<file path="src/rtl/mem_req_ctrl.sv">
// Request controller in front of a single-port memory: zero-fills the memory after reset or on
// clr, then runs one read or write at a time from a valid/ready request port to a valid/ready response port.
module mem_req_ctrl #(
   parameter int ADDR_W = 5,
   parameter int DATA_W = 32
) (
   input  logic              clk,
   input  logic              rst,
   input  logic              clr,
   input  logic              req_valid,
   output logic              req_ready,
   input  logic              req_write,
   input  logic [ADDR_W-1:0] req_addr,
   input  logic [DATA_W-1:0] req_wdata,
   output logic              rsp_valid,
   input  logic              rsp_ready,
   output logic              rsp_write,
   output logic [DATA_W-1:0] rsp_data,
   output logic              init_done,
   output logic              mem_mode,
   output logic              mem_we,
   output logic [ADDR_W-1:0] mem_addr,
   output logic [DATA_W-1:0] mem_din,
   input  logic [DATA_W-1:0] mem_dout,
   output logic [2:0]        dbg_state
);

   // Handshakes: a transfer happens on a rising edge where valid && ready are both high.
   // valid, once raised, holds its payload stable until that edge; ready never depends on valid.
   typedef enum logic [2:0] {
      S_INIT  = 3'd0,
      S_IDLE  = 3'd1,
      S_ISSUE = 3'd2,
      S_WAIT  = 3'd3,
      S_RESP  = 3'd4
   } state_t;

   localparam logic [ADDR_W-1:0] ADDR_MAX = '1;

   state_t            state_q, state_d;
   logic [ADDR_W-1:0] cnt_q, cnt_d;
   logic              clr_pend_q, clr_pend_d;
   logic              init_done_q, init_done_d;
   logic              rsp_valid_q, rsp_valid_d;
   logic              rsp_write_q, rsp_write_d;
   logic [DATA_W-1:0] rsp_data_q, rsp_data_d;
   logic              mem_mode_q, mem_mode_d;
   logic              mem_we_q, mem_we_d;
   logic [ADDR_W-1:0] mem_addr_q, mem_addr_d;
   logic [DATA_W-1:0] mem_din_q, mem_din_d;
   logic              op_write_q, op_write_d;
   logic              req_ready_c;

   assign req_ready_c = (state_q == S_IDLE) && !rsp_valid_q;

   always_ff @(posedge clk or posedge rst) begin
      if (rst) begin
         state_q     <= S_INIT;
         cnt_q       <= '0;
         clr_pend_q  <= 1'b0;
         init_done_q <= 1'b0;
         rsp_valid_q <= 1'b0;
         rsp_write_q <= 1'b0;
         rsp_data_q  <= '0;
         mem_mode_q  <= 1'b1;
         mem_we_q    <= 1'b0;
         mem_addr_q  <= '0;
         mem_din_q   <= '0;
         op_write_q  <= 1'b0;
      end else begin
         state_q     <= state_d;
         cnt_q       <= cnt_d;
         clr_pend_q  <= clr_pend_d;
         init_done_q <= init_done_d;
         rsp_valid_q <= rsp_valid_d;
         rsp_write_q <= rsp_write_d;
         rsp_data_q  <= rsp_data_d;
         mem_mode_q  <= mem_mode_d;
         mem_we_q    <= mem_we_d;
         mem_addr_q  <= mem_addr_d;
         mem_din_q   <= mem_din_d;
         op_write_q  <= op_write_d;
      end
   end

   always_comb begin
      state_d     = state_q;
      cnt_d       = cnt_q;
      clr_pend_d  = clr_pend_q | clr;
      init_done_d = init_done_q;
      rsp_valid_d = rsp_valid_q;
      rsp_write_d = rsp_write_q;
      rsp_data_d  = rsp_data_q;
      mem_mode_d  = mem_mode_q;
      mem_we_d    = mem_we_q;
      mem_addr_d  = mem_addr_q;
      mem_din_d   = mem_din_q;
      op_write_d  = op_write_q;

      case (state_q)
         S_INIT: begin
            clr_pend_d = 1'b0;
            // The last word is on the pins once mem_we is high at ADDR_MAX; that edge ends the fill.
            if (mem_we_q && (mem_addr_q == ADDR_MAX)) begin
               mem_we_d    = 1'b0;
               init_done_d = 1'b1;
               state_d     = S_IDLE;
            end else begin
               mem_we_d   = 1'b1;
               mem_mode_d = 1'b0;
               mem_din_d  = '0;
               mem_addr_d = cnt_q;
               if (cnt_q != ADDR_MAX) begin
                  cnt_d = cnt_q + 1'b1;
               end
            end
         end

         S_IDLE: begin
            // A request already handshaken wins; any pending clear stays latched for the next IDLE.
            if (req_valid && req_ready_c) begin
               op_write_d = req_write;
               mem_addr_d = req_addr;
               if (req_write) begin
                  mem_we_d   = 1'b1;
                  mem_mode_d = 1'b0;
                  mem_din_d  = req_wdata;
               end else begin
                  mem_we_d   = 1'b0;
                  mem_mode_d = 1'b1;
               end
               state_d = S_ISSUE;
            end else if (clr_pend_q || clr) begin
               init_done_d = 1'b0;
               cnt_d       = '0;
               clr_pend_d  = 1'b0;
               state_d     = S_INIT;
            end
         end

         S_ISSUE: begin
            mem_we_d = 1'b0;
            if (op_write_q) begin
               rsp_valid_d = 1'b1;
               rsp_write_d = 1'b1;
               rsp_data_d  = '0;
               state_d     = S_RESP;
            end else begin
               state_d = S_WAIT;
            end
         end

         S_WAIT: begin
            mem_we_d    = 1'b0;
            rsp_data_d  = mem_dout;
            rsp_valid_d = 1'b1;
            rsp_write_d = 1'b0;
            state_d     = S_RESP;
         end

         S_RESP: begin
            if (rsp_ready) begin
               rsp_valid_d = 1'b0;
               state_d     = S_IDLE;
            end
         end

         default: begin
            state_d = S_INIT;
         end
      endcase
   end

   assign req_ready = req_ready_c;
   assign rsp_valid = rsp_valid_q;
   assign rsp_write = rsp_write_q;
   assign rsp_data  = rsp_data_q;
   assign init_done = init_done_q;
   assign mem_mode  = mem_mode_q;
   assign mem_we    = mem_we_q;
   assign mem_addr  = mem_addr_q;
   assign mem_din   = mem_din_q;
   assign dbg_state = state_q;

endmodule

</file>
<file path="config.mk">
export PLATFORM = sky130hd
export DESIGN_NAME = mem_req_ctrl
export DESIGN_NICKNAME = d
export VERILOG_FILES = /design/src/rtl/mem_req_ctrl.sv
export SDC_FILE = /design/constraint.sdc
export NUM_CORES = 1
export LEC_CHECK = 0
export ABC_CLOCK_PERIOD_IN_PS = 5250
export CAP_MARGIN = 20
export CELL_PAD_IN_SITES_DETAIL_PLACEMENT = 1
export CELL_PAD_IN_SITES_GLOBAL_PLACEMENT = 2
export CORE_UTILIZATION = 29
export CTS_BUF_LIST = sky130_fd_sc_hd__clkbuf_8
export DETAILED_ROUTE_END_ITERATION = 12
export GPL_ROUTABILITY_DRIVEN = 0
export PLACE_DENSITY = 0.85
export SETUP_SLACK_MARGIN = 0.1
export SLEW_MARGIN = 20
export SYNTH_ARGS = -nofsm -noshare
export SYNTH_HDL_FRONTEND = slang
export SYNTH_SLANG_ARGS = --single-unit
export TNS_END_PERCENT = 50
</file>
<file path="constraint.sdc">
create_clock -name clk -period 5.25 [get_ports clk]
set_input_delay 1.05 -clock clk [delete_from_list [all_inputs] [get_ports clk]]
set_output_delay 1.05 -clock clk [all_outputs]
set_load 0.05 [all_outputs]
</file>
==> key figures <==
Critical path
  – Critical path fanouts, max: 12
  – Largest stage delay on the critical path: around 0.8 ns
  – CP startpoint: dbg_state[1]
  – Critical path data arrival time: ~2.4 ns
  – Slowest cell on the critical path: clkdlybuf4s50_1
  – Reg-to-reg endpoint: mem_din[7]
  – Flop-to-flop setup slack: slightly below 3 ns
  – Sort of element at the end of the critical path: primary output
  – Start of the worst register-to-register path: dbg_state[1]
  – Crit start category: flip-flop
  – Data required time at the worst endpoint: ~4.2 ns
  – Capturing element of the worst setup path: req_ready
  – Worst reg-to-reg path cell count: 5
  – CP Class: reg2out
  – Cell Chain, Critical Path: nor2_2 -> nand2_2 -> nor2_1 -> clkdlybuf4s50_1

Flow run
  – Number of maximum-capacitance constraint violations: 0

Synth
  – Part of the Yosys area used for sequential elements: 0.627
  – Netlist area before placement: between 3000 and 4000 µm²
  – Library cells used by synthesis: 40
  – Mapped Nets: between 300 and 400
  – EDFF count, synth: 0
  – Mean area per synthesized cell: 13.7 µm²
  – Number of instances in the synthesized netlist: approximately 250
  – Fraction of registers with async set or reset after synthesis: 1.00
  – Warnings from Yosys: 0
  – Main flop type after synthesis: dfrtp_1
  – Yosys reg bits: 84

Routing
  – Length of the first detailed-routing pass in iterations: 6
  – Antenna-violating nets left: 0
  – Post-detailed-route DRC marker count: 0
  – Post-detailed-route wirelength per cell: 17.8 µm
  – Post-DR vias/cell: 4.89
  – Via count: 2638
  – Starting DRC count in detailed routing: 94
  – Detailed Route WL: 9570 µm

Hold path
  – Class of the tightest hold or removal check: reg2reg

Clock tree
  – TritonCTS clock tree: done
  – CTS Root Buffer Type: clkbuf_8
  – Max H-tree Level: 3
  – Count of hold buffers inserted by post-cts repair: 0
  – Number of buffers inserted by post-CTS setup repair: 0
  – Number of sinks driven by the clock tree: 84
  – Buffer depth of the longest clock path: 2
  – Number of buffers added by the clock tree synthesis step: 9
  – Clock latency at the later pin of the worst-skew pair: between 0.3 and 0.4 ns
  – Resized Gates After CTS: 0
  – Clock-pin slew on the worst setup and hold paths: about 0.080 ns

Outcome
  – Status: finished, final reports clean

Layout
  – Sequential standard cell area: ~2100 µm²
  – Synthesis-to-layout area growth: 55.8%
  – Multi-input logic area: between 1000 and 1500 µm²
  – Antenna cell count: 0
  – Fill cell count: 1180
  – Fraction of final layout cells with drive strength greater than 1: 0.163
  – Post-route cell area: about 5200 µm²
  – Number of nets in the finished design: between 400 and 500
  – Layout Utilization: 0.473

Timing
  – Final hold violations: 0
  – Maximum operating frequency: roughly 0.29 GHz
  – Final number of max-transition violations: 0
  – Setup-violating endpoint count in the final report: 0
  – Worst clock skew: between 0.01 and 0.015 ns
  – Worst hold-check slack: approximately 0.5 ns
  – RSZ-0062 raised after global routing: false
  – Min Tclk post-route: 3.45 ns
  – Worst slew margin relative to its limit: 0.364
  – Period utilisation layout: 0.657
  – Transition at the pin with the smallest max-transition slack: 0.952 ns
  – Setup TNS: 0 ns
  – Minimum setup slack in the final design: about 1.8 ns

Power
  – Maximum vdd ir drop: 0.357 mV
  – Lkg Pwr: around 0.0023 µW
  – Pwr per Cell Area: ~730 nW/µm²

Floorplan
  – Total die area: roughly 12000 µm²
  – Initial core utilization: 0.304
  – Std-Cell Core Area: 11000 µm²
  – Die span in x: 110 µm
  – Io pins: ~150
  – Chip Height: 110 µm
  – Site row count: 38

Placed design
  – Half-perimeter wire length of the detailed placement result: 6790 µm
  – Buffers added on ports: approximately 150
  – Dpl cell area: between 4000 and 5000 µm²
  – Post-placement setup slack: roughly 1.9 ns

GRT
  – Global-route wire length before repair: roughly 15000 µm
  – GRT Util Overall: 0.163
  – Number of global-route vias before repair: approximately 2800
  – GRT Residual Overflow: 0
  – Largest net degree at the start of global routing: 57
  – Antenna violations before repair: 0
-- cell usage after synthesis, types with 2 or more instances --
cell type,n,area [µm²]
a2bb2oi_1,2,17.5
inv_1,5,18.8
nor2_1,10,37.5
nand3b_1,3,22.5
nand3_1,2,10.0
clkbuf_1,2,7.51
a22o_2,24,240
mux2_2,11,124
dfrtp_1,83,2080
nand2b_1,2,12.5
a22o_1,40,350
buf_6,3,33.8
o21ai_0,6,30.0
nor3_1,3,15.0
buf_2,11,55.1
ha_1,2,25.0
o31ai_1,2,15.0
o41ai_1,2,17.5
nand2_1,5,18.8
o21a_1,3,22.5
a21oi_1,5,25.0
-- placed cells by master, fill, tap and decap left out, types with 4 or more instances in the layout --
cell type	n
a21oi_1	5
a22o_1	40
a22o_2	24
clkbuf_8	10
clkdlybuf4s50_1	152
dfrtp_1	83
inv_1	4
mux2_2	11
nand2_1	5
nor2_1	10
o21ai_0	6
-- state kept, by name, indices dropped and copies added (netlist names) --
name,flops
mem_din,32
rsp_data,32
cnt_q,5
mem_addr,5
dbg_state,3
clr_pend_q,1
init_done,1
mem_mode,1
mem_we,1
op_write_q,1
rsp_valid,1
rsp_write,1
-- layout make-up --
class / instances / share of cell area
Clock buffer: 10 / 0.0264
Clock inverter: 6 / 0.0213
Inverter: 5 / 0.00383
Multi-Input combinational cell: 139 / 0.217
Sequential cell: 84 / 0.403
Tap cell: 140 / 0.0335
Timing Repair Buffer: 155 / 0.296
-- worst min path at each step --
stage	end	from	slack (ns)	depth (start not counted)
3_5_place_dp	rsp_data[10]	rsp_data[10]	0.48	1
5_1_grt	rsp_data[19]	rsp_data[19]	0.52	1
4_1_cts	rsp_data[23]	rsp_data[23]	0.51	1
2_1_floorplan	cnt_q[0]	cnt_q[0]	0.49	1
6_report	mem_din[29]	mem_din[29]	0.50	1
3_3_place_gp	rsp_data[23]	rsp_data[23]	0.48	1
-- worst max-delay path, delay by kind of cell, from the launching register on --
family	cells	cell delay (ns)
and+or+nand+nor	3	0.71
buffers and inverters	1	0.81
DFF	1	0.52
-- logic make-up (layout without fill, tap and decap cells) --
family | count (synthesis) | after routing | synth area share
AO/OA/AOI/OAI | 90 | 90 | 0.232
flip-flops | 84 | 84 | 0.627
buffers and inverters | 22 | 176 | 0.0366
adder cells (fa/ha/maj) | 2 | 2 | 0.00746
multiplexers | 12 | 12 | 0.0399
AND/OR/NAND/NOR | 35 | 35 | 0.0567
-- where the power goes --
group / total, µW / switching (µW) / internal, µW
Combinational: 2110 / 1340 / 778
Clock: 560 / 231 / 329
Sequential: 1120 / 210 / 910
-- per-stage QoR --
step	total power [µW]	std cells
finish	3800	539
global route	4000	539
CTS	3840	539
detailed placement	3260	523
global placement	3210	523
floorplan	2570	245
-- layer usage --
metal	vias up	part of all wire	track usage	wire, µm
met1	1321	0.45	0.224	4280
met3	12	0.058	0.0302	553
met5	-	0	0	0
met2	88	0.48	0.254	4590
li1	1217	-	-	-
met4	0	0.015	0.0676	148
(Power assumes the default switching activity.)
